===== config.mk =====
export PLATFORM = sky130hd
export DESIGN_NAME = conv2d_3x3_stream
export DESIGN_NICKNAME = d
export VERILOG_FILES = /design/src/rtl/conv2d_3x3_stream.sv
export SDC_FILE = /design/constraint.sdc
export NUM_CORES = 2
export LEC_CHECK = 0
export CORE_ASPECT_RATIO = 1.4
export CORE_MARGIN = 2
export CORE_UTILIZATION = 30
export CTS_BUF_LIST = sky130_fd_sc_hd__clkbuf_8
export CTS_CLUSTER_SIZE = 30
export DETAILED_ROUTE_END_ITERATION = 6
export GPL_TIMING_DRIVEN = 1
export PLACE_DENSITY_LB_ADDON = 0.08
export REMOVE_ABC_BUFFERS = 1
export SYNTH_ARGS = -nofsm -noshare
export SYNTH_HDL_FRONTEND = slang
export SYNTH_SLANG_ARGS = --single-unit

===== constraint.sdc =====
create_clock -name clk -period 15.3 [get_ports clk]
set_clock_uncertainty 0.05 [all_clocks]
set_input_delay 2.295 -clock clk [delete_from_list [all_inputs] [get_ports clk]]
set_output_delay 2.295 -clock clk [all_outputs]
set_load 0.01 [all_outputs]

===== src/rtl/conv2d_3x3_stream.sv =====
// rtl/conv2d_3x3_stream.sv - streaming 3x3 convolution with zero-padded borders, shift and saturation
// Two line buffers feed a 3x3 window; output n is registered on the step that consumes input n+IMG_W+1.
module conv2d_3x3_stream #(
  parameter int IMG_W      = 128,
  parameter int IMG_H      = 128,
  parameter int PIXEL_BITS = 8,
  parameter int COEF_BITS  = 8,
  parameter int SHIFT      = 4
) (
  input  logic                  clk,
  input  logic                  rst,
  input  logic                  s_valid,
  output logic                  s_ready,
  input  logic [PIXEL_BITS-1:0] s_data,
  input  logic                  coef_we,
  input  logic [3:0]            coef_addr,
  input  logic [COEF_BITS-1:0]  coef_data,
  output logic                  m_valid,
  input  logic                  m_ready,
  output logic [PIXEL_BITS-1:0] m_data,
  output logic                  m_last
);
  localparam int CW = $clog2(IMG_W);
  localparam int RW = $clog2(IMG_H);
  localparam int FW = $clog2(IMG_W + 2);
  localparam int SW = PIXEL_BITS + COEF_BITS + 5;
  localparam int PMAX = (1 << PIXEL_BITS) - 1;
  localparam int SOBEL_X [9] = '{1, 0, -1, 2, 0, -2, 1, 0, -1};

  typedef enum logic {RUN, FLUSH} state_t;

  state_t                       state;
  logic [CW-1:0]                in_col, out_col;
  logic [RW-1:0]                in_row, out_row;
  logic [FW-1:0]                fill;
  logic [PIXEL_BITS-1:0]        lb0 [IMG_W];
  logic [PIXEL_BITS-1:0]        lb1 [IMG_W];
  logic [PIXEL_BITS-1:0]        win_l [3];
  logic [PIXEL_BITS-1:0]        win_c [3];
  logic [PIXEL_BITS-1:0]        win_r [3];
  logic signed [COEF_BITS-1:0]  coef [9];
  logic                         adv, step, produce, in_last, out_last;
  logic [PIXEL_BITS-1:0]        pix;
  logic signed [SW-1:0]         sum, res;
  logic [PIXEL_BITS-1:0]        sat;

  assign adv      = !m_valid || m_ready;
  assign step     = adv && ((state == RUN && s_valid) || state == FLUSH);
  assign s_ready  = (state == RUN) && adv;
  assign pix      = (state == RUN) ? s_data : '0;
  assign produce  = step && (fill == FW'(IMG_W + 1));
  assign in_last  = (in_col == CW'(IMG_W - 1)) && (in_row == RW'(IMG_H - 1));
  assign out_last = (out_col == CW'(IMG_W - 1)) && (out_row == RW'(IMG_H - 1));

  // Incoming column, top to bottom: two lines ago, previous line, current pixel.
  assign win_r[0] = lb1[in_col];
  assign win_r[1] = lb0[in_col];
  assign win_r[2] = pix;

  always_comb begin
    logic [PIXEL_BITS-1:0] tap;
    logic                  pad;
    sum = '0;
    tap = '0;
    pad = 1'b0;
    for (int r = 0; r < 3; r++) begin
      for (int c = 0; c < 3; c++) begin
        tap = (c == 0) ? win_l[r] : (c == 1) ? win_c[r] : win_r[r];
        // Padding follows the output coordinate so wrapped line data never leaks in.
        pad = (r == 0 && out_row == '0) || (r == 2 && out_row == RW'(IMG_H - 1)) ||
              (c == 0 && out_col == '0) || (c == 2 && out_col == CW'(IMG_W - 1));
        if (pad) tap = '0;
        sum = sum + SW'($signed({1'b0, tap})) * SW'(coef[r*3+c]);
      end
    end
    res = sum >>> SHIFT;
    if (res < 0)                sat = '0;
    else if (res > SW'(PMAX))   sat = '1;
    else                        sat = res[PIXEL_BITS-1:0];
  end

  always_ff @(posedge clk) begin
    if (step) begin
      lb0[in_col] <= pix;
      lb1[in_col] <= lb0[in_col];
      for (int r = 0; r < 3; r++) begin
        win_l[r] <= win_c[r];
        win_c[r] <= win_r[r];
      end
    end
  end

  always_ff @(posedge clk) begin
    if (rst) begin
      state   <= RUN;
      in_col  <= '0;
      in_row  <= '0;
      out_col <= '0;
      out_row <= '0;
      fill    <= '0;
      m_valid <= 1'b0;
      m_data  <= '0;
      m_last  <= 1'b0;
      for (int i = 0; i < 9; i++) coef[i] <= COEF_BITS'(SOBEL_X[i]);
    end else begin
      if (coef_we && coef_addr < 4'd9) coef[coef_addr] <= coef_data;
      if (step) begin
        if (in_col == CW'(IMG_W - 1)) begin
          in_col <= '0;
          if (state == RUN) in_row <= (in_row == RW'(IMG_H - 1)) ? '0 : in_row + 1'b1;
        end else begin
          in_col <= in_col + 1'b1;
        end
        if (state == RUN && in_last) state <= FLUSH;
        if (fill != FW'(IMG_W + 1)) fill <= fill + 1'b1;
      end
      if (produce) begin
        if (out_col == CW'(IMG_W - 1)) begin
          out_col <= '0;
          out_row <= (out_row == RW'(IMG_H - 1)) ? '0 : out_row + 1'b1;
        end else begin
          out_col <= out_col + 1'b1;
        end
        // Frame complete: realign the column counter that kept running through the flush.
        if (out_last) begin
          state  <= RUN;
          fill   <= '0;
          in_col <= '0;
        end
      end
      if (adv) begin
        m_valid <= produce;
        m_last  <= produce && out_last;
      end
      if (produce) m_data <= sat;
    end
  end
endmodule


==> run metrics <==
via count=65,530; ratio of cells with drive above 1 in the final layout=0.1738; CP startpoint=in_col[0]; status=finished, violations left; TritonCTS clock tree=done; post-route ant nets=0; RD Place Congestion=0.9187; CP most frequent cell=fa_1; Pwr Total=30.49 mW; H-tree depth=5; initial antenna violation count=22; DR vias/cell=5.235; Hold WC Path Type=register to register; Worst-Margin Slew=1.542 ns; Critical Path RT=16.12 ns; final hold violations=0; failing checks=capacitance limit, slew limit; Final Util=0.3411; Crit Path Category=register to register; CTS Hold Bufs=0; Synth top area share=0.5977; Worst-path clk slew=0.06 ns; Synth area leaders=edfxtp_1, fa_1, mux4_2, ha_1, inv_1; Post-synth EDFFs=~2,200; residual DRC count=0; worst vdd ir=roughly 1.4 mV; Synthesis Warnings=0; Synth Register Bits=about 2,200; fin crit share=0.8856; worst hold path startpoint=m_data[0]; TritonCTS buffer count=approximately 370; pin count of the biggest net entering global routing=between 100 and 150; Max-Cap Viols=1; Max Clk Rate=73.80 MHz; Die Width=513.3 µm; RSZ-0062 raised after global routing=false; critical path's largest stage delay=1.16 ns; I/O pin count=36; GRT overflow=0; Power Density=247.5 nW/µm²; clk_lat worst skew=1.07 ns; WL final=448,700 µm; area grow syn2layout=13.09%; Detailed Routing Iterations Pass 1=7; CP max-delay cell=nor4_4; Hold WS=0.4404 ns; die height=717.0 µm; Synth cell types=103; sum of negative setup slack=0 ns; Resize count post-CTS=0; post-DR wirelength/cell=between 30 and 40 µm; Slew Limit Fails=6; core box area=361,200 µm²; Mean Syn Cell Area=between 15 and 20 µm²; sequential element share of the synthesized area=0.6063; Die ar.=368,000 µm²; FP Rows=roughly 260; Root Buffer=clkbuf_8; slew margin rel.=-0.03064; vias in the first global route=69,290; Setup violations, final=0; Worst Path Arrival=14.37 ns; initial core utilization=0.3016; asr flop ratio synth=0; crit-path max FO=70; clock sinks=2,215; Syn Std Cell Area=108,900 µm²; Post-synth top flop=edfxtp_1; Pleak=roughly 44 nW; first-pass GRT wire length=609,000 µm; Mapped Cells=7,127; Detailed Place HPWL=309,800 µm; clock tree buffer depth=4; CP Launch Type=register; post-CTS setup buffers=0; Port Buffers=35; worst r2r src=in_col[0]; Synth area leader=edfxtp_1; Period minus WS final=between 10 and 15 ns; Worst Setup End Kind=register; NumNets Final=between 8,000 and 9,000; global-route usage over all layers=0.2417; initial DRC count=5,423
==> stage by stage <==
stage / instances / area [µm²] / worst slack (ns)
6_report: 12520 / 123200 / 1.750
3_5_place_dp: 11830 / 116400 / 1.901
3_3_place_gp: 11830 / 116400 / 1.995
2_1_floorplan: 6756 / 106800 / -14.02
4_1_cts: 12500 / 123100 / 1.920
5_1_grt: 12500 / 123100 / 1.535
==> cell usage after synthesis (23+ instances only) <==
cell type and count:
xor2_1 23, buf_6 44, a22oi_1 90, mux2i_1 225, nor2_1 295, dfxtp_1 47, o21ai_0 96, a22o_1 28
mux2_2 148, clkbuf_1 144, a31oi_1 26, buf_4 52, and3_1 225, o22ai_1 76, a221oi_1 186, mux4_2 187
ha_1 298, buf_1 24, edfxtp_1 2168, fa_1 575, nand3_1 148, or2_2 36, nand2b_1 38, a21oi_1 139
o2bb2ai_1 24, a21boi_0 26, inv_1 779, buf_2 104, xnor2_1 23, and2_1 124, nand2_1 280, a221o_1 55
nor2b_1 36
==> area by class of cell <==
type,instances,area (µm²)
diodes,21,52.55
clock buffers,386,5313
clock inverters,277,1468
fillers,35140,238000
inverters,784,2960
multi-input cells,3757,38520
flip-flops and latches,2215,66060
well taps,4734,5923
repair buffers,343,2895
==> flip-flops by register name (all words and copies together) (netlist names), 7 cells and up <==
register	cells
out_row	7
lb1	1024
out_col	7
coef	72
fill	8
in_row	7
in_col	7
win_l	24
lb0	1024
win_c	24
m_data	8
==> cells by family after synthesis <==
kind of cell / count (synthesis) / share of synthesized area
XOR/XNOR: 46 / 0.003699
adder cells (fa/ha/maj): 873 / 0.1399
flip-flops: 2215 / 0.6063
multiplexers: 565 / 0.07519
AND/OR/NAND/NOR: 1319 / 0.06288
AO/OA/AOI/OAI: 954 / 0.06584
buffers and inverters: 1155 / 0.04620
==> path summary, 6_finish.rpt <==
path,to,slack (ns),depth (start not counted)
worst min-delay path,m_data[0],0.44,2
worst max register to register,m_data[3],1.75,33
worst max-delay path,m_data[3],1.75,33
worst min register to register,m_data[0],0.44,2
==> worst max-delay path, delay by kind of cell (launching register included) <==
| family | cells | cell delay (ns) |
|---|---|---|
| DFF | 1 | 0.77 |
| muxes | 1 | 0.17 |
| AOI/OAI and AO/OA | 9 | 3.75 |
| and+or+nand+nor | 3 | 1.99 |
| buffers and inverters | 9 | 1.23 |
| adders and majority gates | 11 | 5.16 |
==> layout by cell type, fill, tap and decap left out, types with 26 or more instances in the layout <==
| master | count |
|---|---|
| o21ai_0 | 93 |
| mux4_2 | 187 |
| fa_1 | 575 |
| a221o_1 | 55 |
| clkinv_2 | 37 |
| a22o_1 | 28 |
| and3_1 | 225 |
| and2_1 | 120 |
| a21boi_0 | 26 |
| clkbuf_8 | 386 |
| or2_2 | 36 |
| nand2b_1 | 37 |
| nor2_1 | 166 |
| buf_4 | 289 |
| edfxtp_1 | 2168 |
| mux2_2 | 148 |
| ha_1 | 298 |
| nand3_1 | 144 |
| a31oi_1 | 26 |
| o22ai_1 | 76 |
| a21oi_1 | 138 |
| nor2_2 | 112 |
| a221oi_1 | 186 |
| clkdlybuf4s50_1 | 34 |
| clkinv_1 | 76 |
| mux2i_1 | 225 |
| dfxtp_1 | 41 |
| nand2_1 | 273 |
| inv_1 | 915 |
| a22oi_1 | 90 |
==> metal layers <==
layer / vias to the layer above / share of wire / track usage
met3: 782 / 0.043 / 0.03177
met5: - / 0.000018 / 0
met1: 35370 / 0.36 / 0.2663
li1: 27270 / - / -
met4: 2 / 0.069 / 0.1447
met2: 2108 / 0.52 / 0.4416
==> power by group <==
part	switching, mW	internal [mW]	leakage (nW)
clock network	2.55	2.52	3.97
registers	0.0902	6.79	20.0
logic	11.5	7.07	20.2
total	14.1	16.4	44.1
No activity file was read; power rests on OpenSTA's default activity.
